===== config.mk =====
export PLATFORM = sky130hd
export DESIGN_NAME = pe_stream_feeder
export DESIGN_NICKNAME = d
export VERILOG_FILES = /design/src/rtl/pe_stream_feeder_pkg.sv /design/src/rtl/pe_stream_feeder_skid_fifo.sv /design/src/rtl/pe_stream_feeder.sv
export SDC_FILE = /design/constraint.sdc
export NUM_CORES = 1
export LEC_CHECK = 0
export BUFFER_PORTS_ARGS = -buffer_cell sky130_fd_sc_hd__buf_2
export CAP_MARGIN = 30
export CORE_MARGIN = 5
export CORE_UTILIZATION = 36
export CTS_CLUSTER_SIZE = 25
export DETAILED_ROUTE_END_ITERATION = 10
export GPL_TIMING_DRIVEN = 0
export PLACE_DENSITY = 0.65
export SLEW_MARGIN = 20
export SYNTH_ARGS = -nofsm -noshare
export SYNTH_HDL_FRONTEND = slang
export SYNTH_SLANG_ARGS = --single-unit

===== constraint.sdc =====
create_clock -name clk -period 4.2 [get_ports clk]
set_input_delay 0.84 -clock clk [delete_from_list [all_inputs] [get_ports clk]]
set_output_delay 0.84 -clock clk [all_outputs]
set_load 0.05 [all_outputs]

===== src/rtl/pe_stream_feeder_pkg.sv =====
// Shared constants and types for the PE input-stream feeder: config field layout,
// FIFO tag encodings and the sequencer state encoding.
package pe_stream_feeder_pkg;

  localparam int DATA_BITS   = 32;
  localparam int CONFIG_SIZE = 12;

  localparam int CFG_P_LSB = 10;
  localparam int CFG_P_W   = 2;
  localparam int CFG_Q_LSB = 8;
  localparam int CFG_Q_W   = 2;
  localparam int CFG_F_LSB = 0;
  localparam int CFG_F_W   = 8;

  localparam int CNT_W      = 9;
  localparam int FIFO_CNT_W = 2;

  localparam logic TAG_FILT  = 1'b0;
  localparam logic TAG_IFMAP = 1'b1;

  typedef enum logic [1:0] {
    ST_IDLE  = 2'd0,
    ST_FILT  = 2'd1,
    ST_IF    = 2'd2,
    ST_DRAIN = 2'd3
  } feeder_state_e;

  typedef struct packed {
    logic [CFG_P_W-1:0] p;
    logic [CFG_Q_W-1:0] q;
    logic [CFG_F_W-1:0] f;
  } feeder_cfg_t;

endpackage


===== src/rtl/pe_stream_feeder_skid_fifo.sv =====
// Two-entry skid FIFO holding tagged GLB read data until the PE accepts it.
// Push and pop in the same cycle are both honoured; the head is always mem_q[rd_ptr_q].
module feeder_skid_fifo
  import pe_stream_feeder_pkg::*;
#(
  parameter int WIDTH = 33,
  parameter int DEPTH = 2
) (
  input  logic                  clk,
  input  logic                  rst,
  input  logic                  push,
  input  logic [WIDTH-1:0]      push_data,
  input  logic                  pop,
  output logic [WIDTH-1:0]      head_data,
  output logic [FIFO_CNT_W-1:0] count
);

  localparam int PTR_W = (DEPTH > 1) ? $clog2(DEPTH) : 1;

  logic [WIDTH-1:0]      mem_q [DEPTH];
  logic [WIDTH-1:0]      mem_d [DEPTH];
  logic [PTR_W-1:0]      wr_ptr_q, wr_ptr_d;
  logic [PTR_W-1:0]      rd_ptr_q, rd_ptr_d;
  logic [FIFO_CNT_W-1:0] count_q, count_d;

  always_comb begin
    mem_d    = mem_q;
    wr_ptr_d = wr_ptr_q;
    rd_ptr_d = rd_ptr_q;
    count_d  = count_q;
    if (push) begin
      mem_d[wr_ptr_q] = push_data;
      wr_ptr_d        = wr_ptr_q + 1'b1;
    end
    if (pop) begin
      rd_ptr_d = rd_ptr_q + 1'b1;
    end
    case ({push, pop})
      2'b10:   count_d = count_q + 2'd1;
      2'b01:   count_d = count_q - 2'd1;
      default: count_d = count_q;
    endcase
  end

  always_ff @(posedge clk or posedge rst) begin
    if (rst) begin
      wr_ptr_q <= '0;
      rd_ptr_q <= '0;
      count_q  <= '0;
    end else begin
      wr_ptr_q <= wr_ptr_d;
      rd_ptr_q <= rd_ptr_d;
      count_q  <= count_d;
    end
  end

  // Payload storage carries no reset; occupancy alone decides what is visible.
  always_ff @(posedge clk) begin
    mem_q <= mem_d;
  end

  assign head_data = mem_q[rd_ptr_q];
  assign count     = count_q;

endmodule


===== src/rtl/pe_stream_feeder.sv =====
// PE input-stream feeder: reads filter words then ifmap words from the GLB and
// streams them to one PE over valid/ready through a two-entry skid FIFO.
module pe_stream_feeder #(
  parameter int ADDR_W     = 16,
  parameter int DATA_BITS  = pe_stream_feeder_pkg::DATA_BITS,
  parameter int FIFO_DEPTH = 2
) (
  input  logic                                       clk,
  input  logic                                       rst,
  input  logic                                       start,
  input  logic [pe_stream_feeder_pkg::CONFIG_SIZE-1:0] i_config,
  input  logic [ADDR_W-1:0]                          filt_base,
  input  logic [ADDR_W-1:0]                          ifmap_base,
  output logic                                       glb_rd_en,
  output logic [ADDR_W-1:0]                          glb_addr,
  input  logic [DATA_BITS-1:0]                       glb_rdata,
  output logic [DATA_BITS-1:0]                       filter,
  output logic                                       filter_valid,
  input  logic                                       filter_ready,
  output logic [DATA_BITS-1:0]                       ifmap,
  output logic                                       ifmap_valid,
  input  logic                                       ifmap_ready,
  output logic                                       busy,
  output logic                                       done
);

  import pe_stream_feeder_pkg::*;

  feeder_state_e         state_q, state_d;
  feeder_cfg_t           cfg_q, cfg_d;
  logic [ADDR_W-1:0]     filt_base_q, filt_base_d;
  logic [ADDR_W-1:0]     ifmap_base_q, ifmap_base_d;
  logic [CNT_W-1:0]      cnt_q, cnt_d;
  logic                  inflight_q, inflight_d;
  logic                  inflight_tag_q, inflight_tag_d;

  logic [DATA_BITS:0]    head;
  logic [FIFO_CNT_W-1:0] fifo_count;
  logic                  nonempty;
  logic                  head_tag;
  logic                  pop;
  logic [2:0]            occ;
  logic                  room;
  logic [CNT_W-1:0]      filt_last;
  logic [CNT_W-1:0]      if_last;
  logic                  start_ok;
  logic                  cfg_unused;

  feeder_skid_fifo #(
    .WIDTH (DATA_BITS + 1),
    .DEPTH (FIFO_DEPTH)
  ) u_fifo (
    .clk       (clk),
    .rst       (rst),
    .push      (inflight_q),
    .push_data ({inflight_tag_q, glb_rdata}),
    .pop       (pop),
    .head_data (head),
    .count     (fifo_count)
  );

  assign nonempty     = (fifo_count != '0);
  assign head_tag     = head[DATA_BITS];
  assign filter_valid = nonempty && (head_tag == TAG_FILT);
  assign ifmap_valid  = nonempty && (head_tag == TAG_IFMAP);
  assign filter       = nonempty ? head[DATA_BITS-1:0] : '0;
  assign ifmap        = nonempty ? head[DATA_BITS-1:0] : '0;
  assign pop          = (filter_valid && filter_ready) || (ifmap_valid && ifmap_ready);

  // A new read is allowed only if its data is guaranteed a slot when it returns.
  assign occ  = {1'b0, fifo_count} + {2'b00, inflight_q} - {2'b00, pop};
  assign room = (occ < 3'(FIFO_DEPTH));

  // Index of the last request in each phase: 3*(p+1)-1 and 2+F.
  assign filt_last = CNT_W'(cfg_q.p) + CNT_W'(cfg_q.p) + CNT_W'(cfg_q.p) + CNT_W'(2);
  assign if_last   = CNT_W'(cfg_q.f) + CNT_W'(2);

  // q is carried for the PE-array controller but not used by the read sequence.
  assign cfg_unused = ^cfg_q.q;

  always_comb begin
    state_d        = state_q;
    cfg_d          = cfg_q;
    filt_base_d    = filt_base_q;
    ifmap_base_d   = ifmap_base_q;
    cnt_d          = cnt_q;
    inflight_tag_d = inflight_tag_q;
    glb_rd_en      = 1'b0;
    glb_addr       = '0;
    done           = 1'b0;

    case (state_q)
      ST_IDLE: begin
        state_d = ST_IDLE;
      end
      ST_FILT: begin
        if (room) begin
          glb_rd_en      = 1'b1;
          glb_addr       = filt_base_q + ADDR_W'(cnt_q);
          inflight_tag_d = TAG_FILT;
          if (cnt_q == filt_last) begin
            cnt_d   = '0;
            state_d = ST_IF;
          end else begin
            cnt_d = cnt_q + CNT_W'(1);
          end
        end
      end
      ST_IF: begin
        if (room) begin
          glb_rd_en      = 1'b1;
          glb_addr       = ifmap_base_q + ADDR_W'(cnt_q);
          inflight_tag_d = TAG_IFMAP;
          if (cnt_q == if_last) begin
            cnt_d   = '0;
            state_d = ST_DRAIN;
          end else begin
            cnt_d = cnt_q + CNT_W'(1);
          end
        end
      end
      ST_DRAIN: begin
        if (!nonempty && !inflight_q) begin
          done    = 1'b1;
          state_d = ST_IDLE;
        end
      end
      default: state_d = ST_IDLE;
    endcase

    // The done cycle counts as idle so a back-to-back start is not lost.
    start_ok = start && ((state_q == ST_IDLE) || done);
    if (start_ok) begin
      cfg_d.p      = i_config[CFG_P_LSB +: CFG_P_W];
      cfg_d.q      = i_config[CFG_Q_LSB +: CFG_Q_W];
      cfg_d.f      = i_config[CFG_F_LSB +: CFG_F_W];
      filt_base_d  = filt_base;
      ifmap_base_d = ifmap_base;
      cnt_d        = '0;
      state_d      = ST_FILT;
    end
  end

  assign inflight_d = glb_rd_en;
  assign busy       = (state_q != ST_IDLE) && !done;

  always_ff @(posedge clk or posedge rst) begin
    if (rst) begin
      state_q        <= ST_IDLE;
      cfg_q          <= '0;
      filt_base_q    <= '0;
      ifmap_base_q   <= '0;
      cnt_q          <= '0;
      inflight_q     <= 1'b0;
      inflight_tag_q <= TAG_FILT;
    end else begin
      state_q        <= state_d;
      cfg_q          <= cfg_d;
      filt_base_q    <= filt_base_d;
      ifmap_base_q   <= ifmap_base_d;
      cnt_q          <= cnt_d;
      inflight_q     <= inflight_d;
      inflight_tag_q <= inflight_tag_d;
    end
  end

endmodule


==> results.sh, run 1 <==
export IMPL_path_depth=12
export IMPL_synth_top_area_share=0.294
export IMPL_crit_path_end_kind="output pin"
export IMPL_cpMaxStageDelayCell="fa_2"
export IMPL_insertion_delay_ns=0.42
export IMPL_via_per_inst=4.85
export IMPL_ir_drop_v=0.000450
export IMPL_worstRegToRegCells=12
export IMPL_antenna_cells=0
export IMPL_path_cells="mux2i_4 > mux2i_2 > nor2_2 > ha_1 > nand2b_4 > fa_2 > and2_4 > nand2_8 > clkinv_8 > nand2_8 > o32ai_4 > buf_6"
export IMPL_drt_iter0_drc=228
export IMPL_min_period_ns=4.19
export IMPL_area_delta_synth_final_pct=33.8
export IMPL_hpwl_um=12800
export IMPL_synth_top_family_by_area="simple AND/OR/NAND/NOR gates"
export IMPL_cts_buffers=17
export IMPL_rows=50
export IMPL_grt_first_pass_wirelength_um=27100
export IMPL_portBuffers=163
export IMPL_async_reset_ff_frac=0.472
export IMPL_synthMuxAreaShare=0.0504
export IMPL_die_area_um2=21600
export IMPL_die_y_um=147
export IMPL_synth_top_cell_by_area="edfxtp_1"
export IMPL_finalCritPeriodShare=0.999
export IMPL_synth_xor_xnor_area_share=0.0545
export IMPL_cts_htree_levels=4
export IMPL_die_w_um=147
export IMPL_multi_input_area_um2=3160
export IMPL_status="complete, no violations"
export IMPL_synthFlopType="edfxtp_1"
export IMPL_tns_ns=0
export IMPL_worstPathArrival_ns=3.35
export IMPL_num_nets_final=963
export IMPL_vias=5322
export IMPL_worstPathMaxFanout=8
export IMPL_p_per_area_nw_per_um2=866
export IMPL_worst_slew_pin_slew_ns=0.774
export IMPL_coreArea_um2=18600
export IMPL_power_mw=7.82
export IMPL_grt_max_degree=36
export IMPL_wl_per_cell_um=15.3
export IMPL_initial_core_util=0.363
export IMPL_postRouteAntennaNets=0
export IMPL_yosysSeqAreaShare=0.513
export IMPL_syn_area_per_cell_um2=10.3
export IMPL_fin_skew_ns=0.00920
export IMPL_seq_area_um2=3460
export IMPL_drtPass1Iterations=4
export IMPL_ys_warn_count=0
export IMPL_holdWs_ns=0.386
export IMPL_drv_cap=0
export IMPL_hold_viol=0
export IMPL_place_congestion=0.833
export IMPL_crit_type="flop to output pin"
export IMPL_synthSimpleGateAreaFrac=0.169
export IMPL_cts_root_buf="clkbuf_16"
export IMPL_min_path_type="input pin to async pin"
export IMPL_drcViolationCount=0
export IMPL_synthTopCellsByCount="nand2_1, edfxtp_1, dfrtp_1, nor2_1, mux2i_1"
export IMPL_synth_fa_ha_area_frac=0.0608
export IMPL_grt_ovfl_total=0
export IMPL_synthCells=656
export IMPL_routed_wl_um=16800
export IMPL_grt_use_total=0.158
export IMPL_synth_compound_area_frac=0.0931
export IMPL_fillers=1708
export IMPL_rsz0062_at_grt="true"
export IMPL_drive_gt1_frac=0.331
export IMPL_cts_sinks=125
export IMPL_cts_max_path_buffers=2
export IMPL_synth_area_leaders="edfxtp_1, dfrtp_1, nand2_1"
export IMPL_ys_ff_latch=125
export IMPL_cts_tree="yes"
export IMPL_post_synth_num_cell_types=55
export IMPL_slew_headroom=0.484
export IMPL_synth_area_um2=6750
export IMPL_grt_pass1_vias=5333
export IMPL_critPathRequiredTime_ns=3.36
export IMPL_clk_pin_slew_ns=0.06
export IMPL_critPathLaunchType="flop"
export IMPL_synth_edf_count=66
export IMPL_p_leak_nw=4.21
export IMPL_slowest_delay_ns=0.54
export IMPL_ioPinCount=166
export IMPL_setup_viol=0
export IMPL_synth_most_common_cell="nand2_1"
export IMPL_maxSlewViolCount=0
export IMPL_crit_top_cell="nand2_8"
export IMPL_antenna_found_initial=1
export IMPL_fmax_ghz=0.238
export IMPL_cp_top_family="adder cells"
export IMPL_crit_buf_inv=2
export IMPL_syn_num_nets=768
sequential cells by signal (all words and copies together), names as in the netlist:
| register | count |
|---|---|
| cfg_q | 10 |
| cnt_q | 9 |
| filt_base_q | 16 |
| ifmap_base_q | 16 |
| inflight_q | 1 |
| inflight_tag_q | 1 |
| state_q | 2 |
| u_fifo.count | 2 |
| u_fifo.mem_q | 66 |
| u_fifo.rd_ptr_q | 1 |
| u_fifo.wr_ptr_q | 1 |
where the power goes:
group,switching [mW],internal [mW]
registers,0.270,1.62
logic,2.98,1.46
clock network,0.591,0.894
final timing paths:
check / start / end / slack (ns)
max in group asynchronous: rst / u_fifo.rd_ptr_q$_DFFE_PP0N_ / 3.28
worst min-delay path: rst / filt_base_q[15]$_DFFE_PP0P_ / 0.39
worst max register to register: u_fifo.rd_ptr_q$_DFFE_PP0N_ / cnt_q[7]$_DFFE_PP0P_ / 0.99
worst max-delay path: u_fifo.rd_ptr_q$_DFFE_PP0N_ / glb_addr[5] / 0.006
min in group clk: inflight_tag_q$_DFFE_PP0P_ / u_fifo.mem_q[32]$_DFFE_PP_ / 0.48
worst min register to register: inflight_tag_q$_DFFE_PP0P_ / u_fifo.mem_q[32]$_DFFE_PP_ / 0.48
routing by layer:
| layer | part of all wire | GRT usage | routed length, µm | vias up |
|---|---|---|---|---|
| li1 | - | - | - | 2650 |
| met1 | 0.42 | 0.192 | 7140 | 2461 |
| met2 | 0.48 | 0.268 | 8090 | 175 |
| met3 | 0.067 | 0.0404 | 1130 | 34 |
| met4 | 0.027 | 0.0634 | 456 | 2 |
| met5 | 0.00042 | 0 | 7 | - |
area by class of cell:
class                      count  area share
clock inverter                15      0.0196
inverter                      19     0.00957
buffer                        53      0.0363
multi-input combinational    458       0.350
timing repair buffer         177       0.121
tap                          234      0.0324
clock buffer                  17      0.0471
sequential                   125       0.383
stage by stage:
stage	cells	cell area, µm²	setup WS (ns)	utilization
CTS	1097	8920	-0.109	0.480
global route	1098	9020	-0.154	0.486
global placement	1053	8010	-0.556	0.431
finish	1098	9020	0.00598	0.486
floorplan	656	6900	-0.0824	-
detailed placement	1056	8100	-0.620	0.436
what timing repair did:
| action | 4_1_cts | 5_1_grt |
|---|---|---|
| hold buffers | 0 | 0 |
| resized for setup | 39 | 31 |
| endpoints found under the hold margin | 0 | 0 |
| endpoints found under the setup margin | 17 | 17 |
| buffers inserted | 10 | 1 |
| pin swaps | 5 | 9 |
worst register-to-register path: cells and delay by family, from the launching register on:
kind | cells | cell delay (ns)
AOI/OAI and AO/OA | 3 | 0.65
xor gates and xnor gates | 1 | 0.15
adders and majority gates | 2 | 0.64
DFF | 1 | 0.41
muxes | 2 | 0.58
and+or+nand+nor | 4 | 0.72
placed cells by master, fill, tap and decap left out, types with 3 or more instances in the layout:
cell       count
ha_1          28
inv_6          6
edfxtp_1      66
buf_4         39
xor2_1        24
and2_1         3
nor3_1         4
xnor2_1       17
nand2_1      131
dfrtp_1       58
nor2_2         5
nand2b_1       5
clkbuf_16     17
o22ai_4        9
mux2i_1       32
nand3_1        5
buf_2        151
nor2_1        51
a22oi_1        3
nand2_8        3
nor2b_1       10
inv_1         17
a31oi_1        7
and3_1         9
buf_6         20
nand4_1        4
o21ai_1       21
clkinv_4       3
nor3b_1        3
a22o_1         7
o21a_1         5
clkbuf_1      16
a21o_1         6
nor2_4         4
a21oi_1       17
cell families after synthesis:
logic type,count (synthesis)
flops,125
xor+xnor,42
mux,34
buf+inv,73
simple gates,254
fa+ha+maj,31
compound gates,97
Note: power is estimated with default switching activity, not from simulation.
==> inputs of run 2 (changes only) <==
- GPL_TIMING_DRIVEN: 0 -> not set
==> results.sh, run 2 (synthesis results as in run 1) <==
export IMPL_ioPinCount=166
export IMPL_via_per_inst=4.85
export IMPL_finalCritPeriodShare=1.00
export IMPL_die_y_um=147
export IMPL_worstPathArrival_ns=3.36
export IMPL_r2r_setup_slack_ns=0.09
export IMPL_fillers=1735
export IMPL_p_per_area_nw_per_um2=864
export IMPL_antenna_found_initial=0
export IMPL_die_area_um2=21600
export IMPL_crit_type="flop to output pin"
export IMPL_setup_viol=2
export IMPL_p_leak_nw=4.12
export IMPL_cts_max_path_buffers=2
export IMPL_vias=5187
export IMPL_postRouteAntennaNets=0
export IMPL_status="finished with violations"
export IMPL_fin_skew_ns=0.00557
export IMPL_cts_tree="yes"
export IMPL_slew_headroom=0.499
export IMPL_hpwl_um=11800
export IMPL_drcViolationCount=0
export IMPL_critPathLaunchType="flop"
export IMPL_maxSlewViolCount=0
export IMPL_drive_gt1_frac=0.323
export IMPL_cts_sinks=125
export IMPL_die_w_um=147
export IMPL_cts_root_buf="clkbuf_16"
export IMPL_rsz0062_at_grt="true"
export IMPL_fmax_ghz=0.238
export IMPL_grt_ovfl_total=0
export IMPL_top_regs="u_fifo.mem_q: 66 flops, filt_base_q: 16 flops, ifmap_base_q: 16 flops"
export IMPL_cts_buffers=17
export IMPL_initial_core_util=0.363
export IMPL_worstRegToRegCells=28
export IMPL_place_congestion=0.766
export IMPL_grt_first_pass_wirelength_um=27100
export IMPL_placed_cells=1011
export IMPL_drtPass1Iterations=5
export IMPL_final_cell_mix="buf_2, nand2_1, edfxtp_1"
export IMPL_place_ws_ns=-0.0235
export IMPL_instances_no_fill=1069
export IMPL_routed_wl_um=16700
export IMPL_portBuffers=163
export IMPL_violations="negative setup slack"
export IMPL_worst_slack_ns=-0.00384
export IMPL_worst_slew_pin_slew_ns=0.751
export IMPL_coreArea_um2=18600
export IMPL_crit_path_end_kind="output pin"
export IMPL_hold_depth=2
export IMPL_hold_viol=0
export IMPL_tns_ns=-0.00479
export IMPL_rows=50
export IMPL_critPathRequiredTime_ns=3.36
export IMPL_grt_pass1_vias=5226
export IMPL_hold_buffers=0
export IMPL_top_register="u_fifo.mem_q"
export IMPL_wl_per_cell_um=15.7
export IMPL_cts_htree_levels=4
export IMPL_area_delta_synth_final_pct=30.5
export IMPL_min_path_type="flop to flop"
export IMPL_clk_pin_slew_ns=0.06
export IMPL_insertion_delay_ns=0.42
export IMPL_power_mw=7.60
export IMPL_worstPathMaxFanout=5
export IMPL_mostFrequentLayoutCell="buf_2"
export IMPL_grt_max_degree=40
export IMPL_drv_cap=0
export IMPL_grt_use_total=0.157
export IMPL_drt_iter0_drc=183
export IMPL_ir_drop_v=0.000433
export IMPL_largest_reg_flops=66
export IMPL_num_nets_final=933
export IMPL_min_period_ns=4.20
## run 2: cell count changes in the layout (fill, tap and decap cells not counted), sizes merged
cell,change
inv,-2
nand2,+1
bufinv,-1
clkinvlp,-1
clkinv,+3
clkbuf,-14
diode,+1
buf,-16
## run 2: per-stage QoR
step | util | hold WS [ns] | cell area, µm²
after floorplan | - | 0.443 | 6900
after global placement | 0.421 | 0.474 | 7820
after detailed placement | 0.421 | 0.473 | 7820
after CTS | 0.469 | 0.489 | 8710
after global routing | 0.474 | 0.522 | 8800
final | 0.474 | 0.488 | 8800
## run 2: repair_timing
item | in CTS | in global routing
buffers inserted | 23 | 1
cloned | 1 | 0
setup endpoints to repair | 16 | 19
pin swaps | 8 | 12
gates resized for setup | 32 | 20
## run 2: path summary, 6_finish.rpt
check,start,endpoint
min in group asynchronous,rst,cfg_q[4]$_DFFE_PP0P_
max in group asynchronous,rst,ifmap_base_q[1]$_DFFE_PP0P_
max reg2reg,u_fifo.rd_ptr_q$_DFFE_PP0N_,u_fifo.count[1]$_DFFE_PP0P_
min,ifmap_base_q[5]$_DFFE_PP0P_,ifmap_base_q[5]$_DFFE_PP0P_
max,u_fifo.rd_ptr_q$_DFFE_PP0N_,glb_addr[13]
min reg2reg,ifmap_base_q[5]$_DFFE_PP0P_,ifmap_base_q[5]$_DFFE_PP0P_
## run 2: final cells by class
cell class	count	area, µm²	share of cell area
inverters	19	76.3	0.00867
well taps	234	293	0.0333
clock inverters	14	135	0.0153
clock buffers	18	429	0.0487
multi-input cells	459	3180	0.361
flip-flops and latches	125	3460	0.393
repair buffers	199	1230	0.140
diodes	1	2.50	0.000284
## run 2: routing by layer
metal / part of all wire / up-vias / GRT usage
met2: 0.48 / 153 / 0.265
met3: 0.057 / 16 / 0.0413
met1: 0.45 / 2435 / 0.199
met5: 0 / - / 0
li1: - / 2583 / -
met4: 0.011 / 0 / 0.0443
## run 2: report_power, final
group / switching (mW) / internal (mW) / leakage [nW]
registers: 0.277 / 1.62 / 1.35
clock network: 0.572 / 0.824 / 0.276
logic: 2.94 / 1.37 / 2.49
## run 2: critical path, cell delays in order, from the launching register on
cell and delay [ns]:
dfrtp_2 0.39, mux2i_4 0.26, mux2i_2 0.33, nor2_2 0.07
ha_1 0.28, nand2b_4 0.14, fa_2 0.35, xnor2_2 0.16
and2_4 0.18, nand2_4 0.07, inv_6 0.09, buf_12 0.12
nand2_8 0.08, o22ai_4 0.22, buf_6 0.18
==> inputs of run 3 (changes only) <==
- BUFFER_PORTS_ARGS: -buffer_cell sky130_fd_sc_hd__buf_2 -> -buffer_cell sky130_fd_sc_hd__clkbuf_2
==> results.sh, run 3 (synthesis results as in run 1) <==
export IMPL_status="complete, no violations"
export IMPL_routed_wl_um=16500
export IMPL_area_delta_synth_final_pct=30.2
export IMPL_portBuffers=163
export IMPL_cts_sinks=125
export IMPL_initial_core_util=0.363
export IMPL_placed_cells=1008
export IMPL_instances_no_fill=1049
export IMPL_p_seq_frac=0.250
export IMPL_worstPathArrival_ns=3.35
export IMPL_place_area_um2=8020
export IMPL_min_period_ns=4.19
export IMPL_worstRegToRegCells=12
export IMPL_ioPinCount=166
export IMPL_drcViolationCount=0
export IMPL_clk_pin_slew_ns=0.06
export IMPL_hold_viol=0
export IMPL_power_frac_comb=0.564
export IMPL_rsz0062_at_grt="true"
export IMPL_die_w_um=147
export IMPL_cts_htree_levels=4
export IMPL_drive_gt1_frac=0.303
export IMPL_final_cell_mix="clkbuf_2, nand2_1, edfxtp_1"
export IMPL_insertion_delay_ns=0.43
export IMPL_grt_ovfl_total=0
export IMPL_utilization=0.473
export IMPL_cts_max_path_buffers=2
export IMPL_ir_drop_v=0.000309
export IMPL_mostFrequentLayoutCell="clkbuf_2"
export IMPL_drt_iter0_drc=222
export IMPL_grt_use_total=0.157
export IMPL_antenna_cells=0
export IMPL_switchingPower_mw=3.79
export IMPL_cp_top_family="adder cells"
export IMPL_crit_top_cell="buf_12"
export IMPL_wl_per_cell_um=15.7
export IMPL_crit_buf_inv=3
export IMPL_crit_type="flop to output pin"
export IMPL_rr_startpoint="u_fifo.rd_ptr_q$_DFFE_PP0N_"
export IMPL_cpMaxStageDelayCell="dfrtp_2"
export IMPL_hold_depth=2
export IMPL_worstPathMaxFanout=4
export IMPL_maxSlewViolCount=0
export IMPL_p_leak_nw=4.06
export IMPL_hold_buffers=0
export IMPL_p_clk_frac=0.186
export IMPL_slew_headroom=0.447
export IMPL_worst_slew_pin_slew_ns=0.829
export IMPL_finalCritPeriodShare=0.997
export IMPL_die_y_um=147
export IMPL_num_nets_final=914
export IMPL_fmax_ghz=0.239
export IMPL_power_mw=7.58
export IMPL_antenna_found_initial=0
export IMPL_min_to="ifmap_base_q[3]$_DFFE_PP0P_"
export IMPL_die_area_um2=21600
export IMPL_hpwl_um=12000
export IMPL_vias=5162
export IMPL_fin_skew_ns=0.0113
export IMPL_cts_buffers=17
export IMPL_grt_pass1_vias=5228
export IMPL_grt_first_pass_wirelength_um=27000
export IMPL_via_per_inst=4.92
export IMPL_switching_share=0.499
export IMPL_cts_tree="yes"
export IMPL_path_cells="mux2i_4 > mux2i_2 > nor2_2 > ha_1 > nand2b_4 > fa_2 > xnor2_2 > and2_4 > nand2_4 > inv_8 > nand2_8 > buf_12 > o22ai_4 > buf_12"
export IMPL_postRouteAntennaNets=0
export IMPL_crit_path_end_kind="output pin"
export IMPL_largest_reg_flops=66
export IMPL_cts_root_buf="clkbuf_16"
export IMPL_p_int_mw=3.80
export IMPL_place_congestion=0.803
export IMPL_top_regs="u_fifo.mem_q: 66 flops, filt_base_q: 16 flops, ifmap_base_q: 16 flops"
export IMPL_critPathRequiredTime_ns=3.36
export IMPL_coreArea_um2=18600
export IMPL_drv_cap=0
export IMPL_reg2reg_to="cnt_q[5]$_DFFE_PP0P_"
export IMPL_critPathLaunchType="flop"
export IMPL_min_path_type="flop to flop"
export IMPL_setup_viol=0
export IMPL_final_area_um2=8790
export IMPL_min_from="ifmap_base_q[3]$_DFFE_PP0P_"
export IMPL_rows=50
export IMPL_grt_max_degree=51
export IMPL_drtPass1Iterations=4
export IMPL_r2r_setup_slack_ns=1.05
export IMPL_fillers=1768
export IMPL_p_per_area_nw_per_um2=863
export IMPL_slowest_delay_ns=0.40
export IMPL_top_register="u_fifo.mem_q"
[run 3: cell count changes in the layout (fill, tap and decap cells not counted), moves of 3 or more]
| cell | previous run | this run |
|---|---|---|
| buf_12 | 4 | 21 |
| buf_2 | 151 | 0 |
| buf_4 | 25 | 13 |
| buf_6 | 18 | 1 |
| clkbuf_2 | 0 | 146 |
| clkinv_4 | 5 | 2 |
[run 3: cell type report]
class | count | area [µm²] | area share
sequential | 125 | 3460 | 0.394
multi-input combinational | 458 | 3130 | 0.357
timing repair buffer | 181 | 1260 | 0.143
clock buffer | 18 | 429 | 0.0488
tap | 234 | 293 | 0.0333
clock inverter | 14 | 134 | 0.0152
inverter | 19 | 78.8 | 0.00897
[run 3: worst reg2reg max path, stage by stage (launching register included)]
cell and delay (ns):
dfrtp_2 0.40, mux2i_4 0.28, mux2i_2 0.31, nor2_2 0.07, ha_1 0.27, nand2b_4 0.14, fa_2 0.35, xnor2_2 0.15
and2_4 0.18, o21ai_1 0.34, nand2_1 0.31, o21ai_1 0.15, a22o_1 0.14
[run 3: power by group through the flow]
stage	clock network (mW)	registers [mW]	logic, mW
5_1_grt	1.50	1.94	4.60
4_1_cts	1.44	1.90	4.29
3_5_place_dp	0	1.92	4.06
3_3_place_gp	0	1.91	4.03
6_report	1.41	1.90	4.28
2_1_floorplan	0	1.82	3.31
[run 3: routing by layer]
layer	global-route usage	wire length, µm
met3	0.0589	1230
met4	0.0480	247
met1	0.190	7080
met5	0	0
met2	0.262	7930
[run 3: worst max path at each step]
stage                                 from           to  slack, ns  cells after the start
2_1_floorplan  u_fifo.rd_ptr_q$_DFFE_PP0N_  glb_addr[5]      -0.08                     13
3_3_place_gp                  filter_ready  glb_addr[5]       0.09                     13
3_5_place_dp                  filter_ready  glb_addr[5]       0.04                     13
4_1_cts        u_fifo.rd_ptr_q$_DFFE_PP0N_  glb_addr[5]      -0.04                     13
5_1_grt        u_fifo.rd_ptr_q$_DFFE_PP0N_  glb_addr[8]      -0.12                     14
6_report       u_fifo.rd_ptr_q$_DFFE_PP0N_  glb_addr[8]       0.01                     14
[run 3: repair_timing]
item | CTS | global route
setup endpoints to repair | 14 | 16
endpoints found under the hold margin | 0 | 0
cloned | 0 | 0
pin swaps | 8 | 6
setup buffers | 7 | 1
gates resized for setup | 15 | 3
[run 3: through the flow]
stage / setup slack (ns) / hold WS [ns] / setup TNS [ns]
floorplan: -0.0824 / 0.443 / -0.0824
global placement: 0.0873 / 0.471 / 0
detailed placement: 0.0402 / 0.478 / 0
CTS: -0.0425 / 0.492 / -0.100
global route: -0.118 / 0.511 / -0.799
finish: 0.0131 / 0.489 / 0
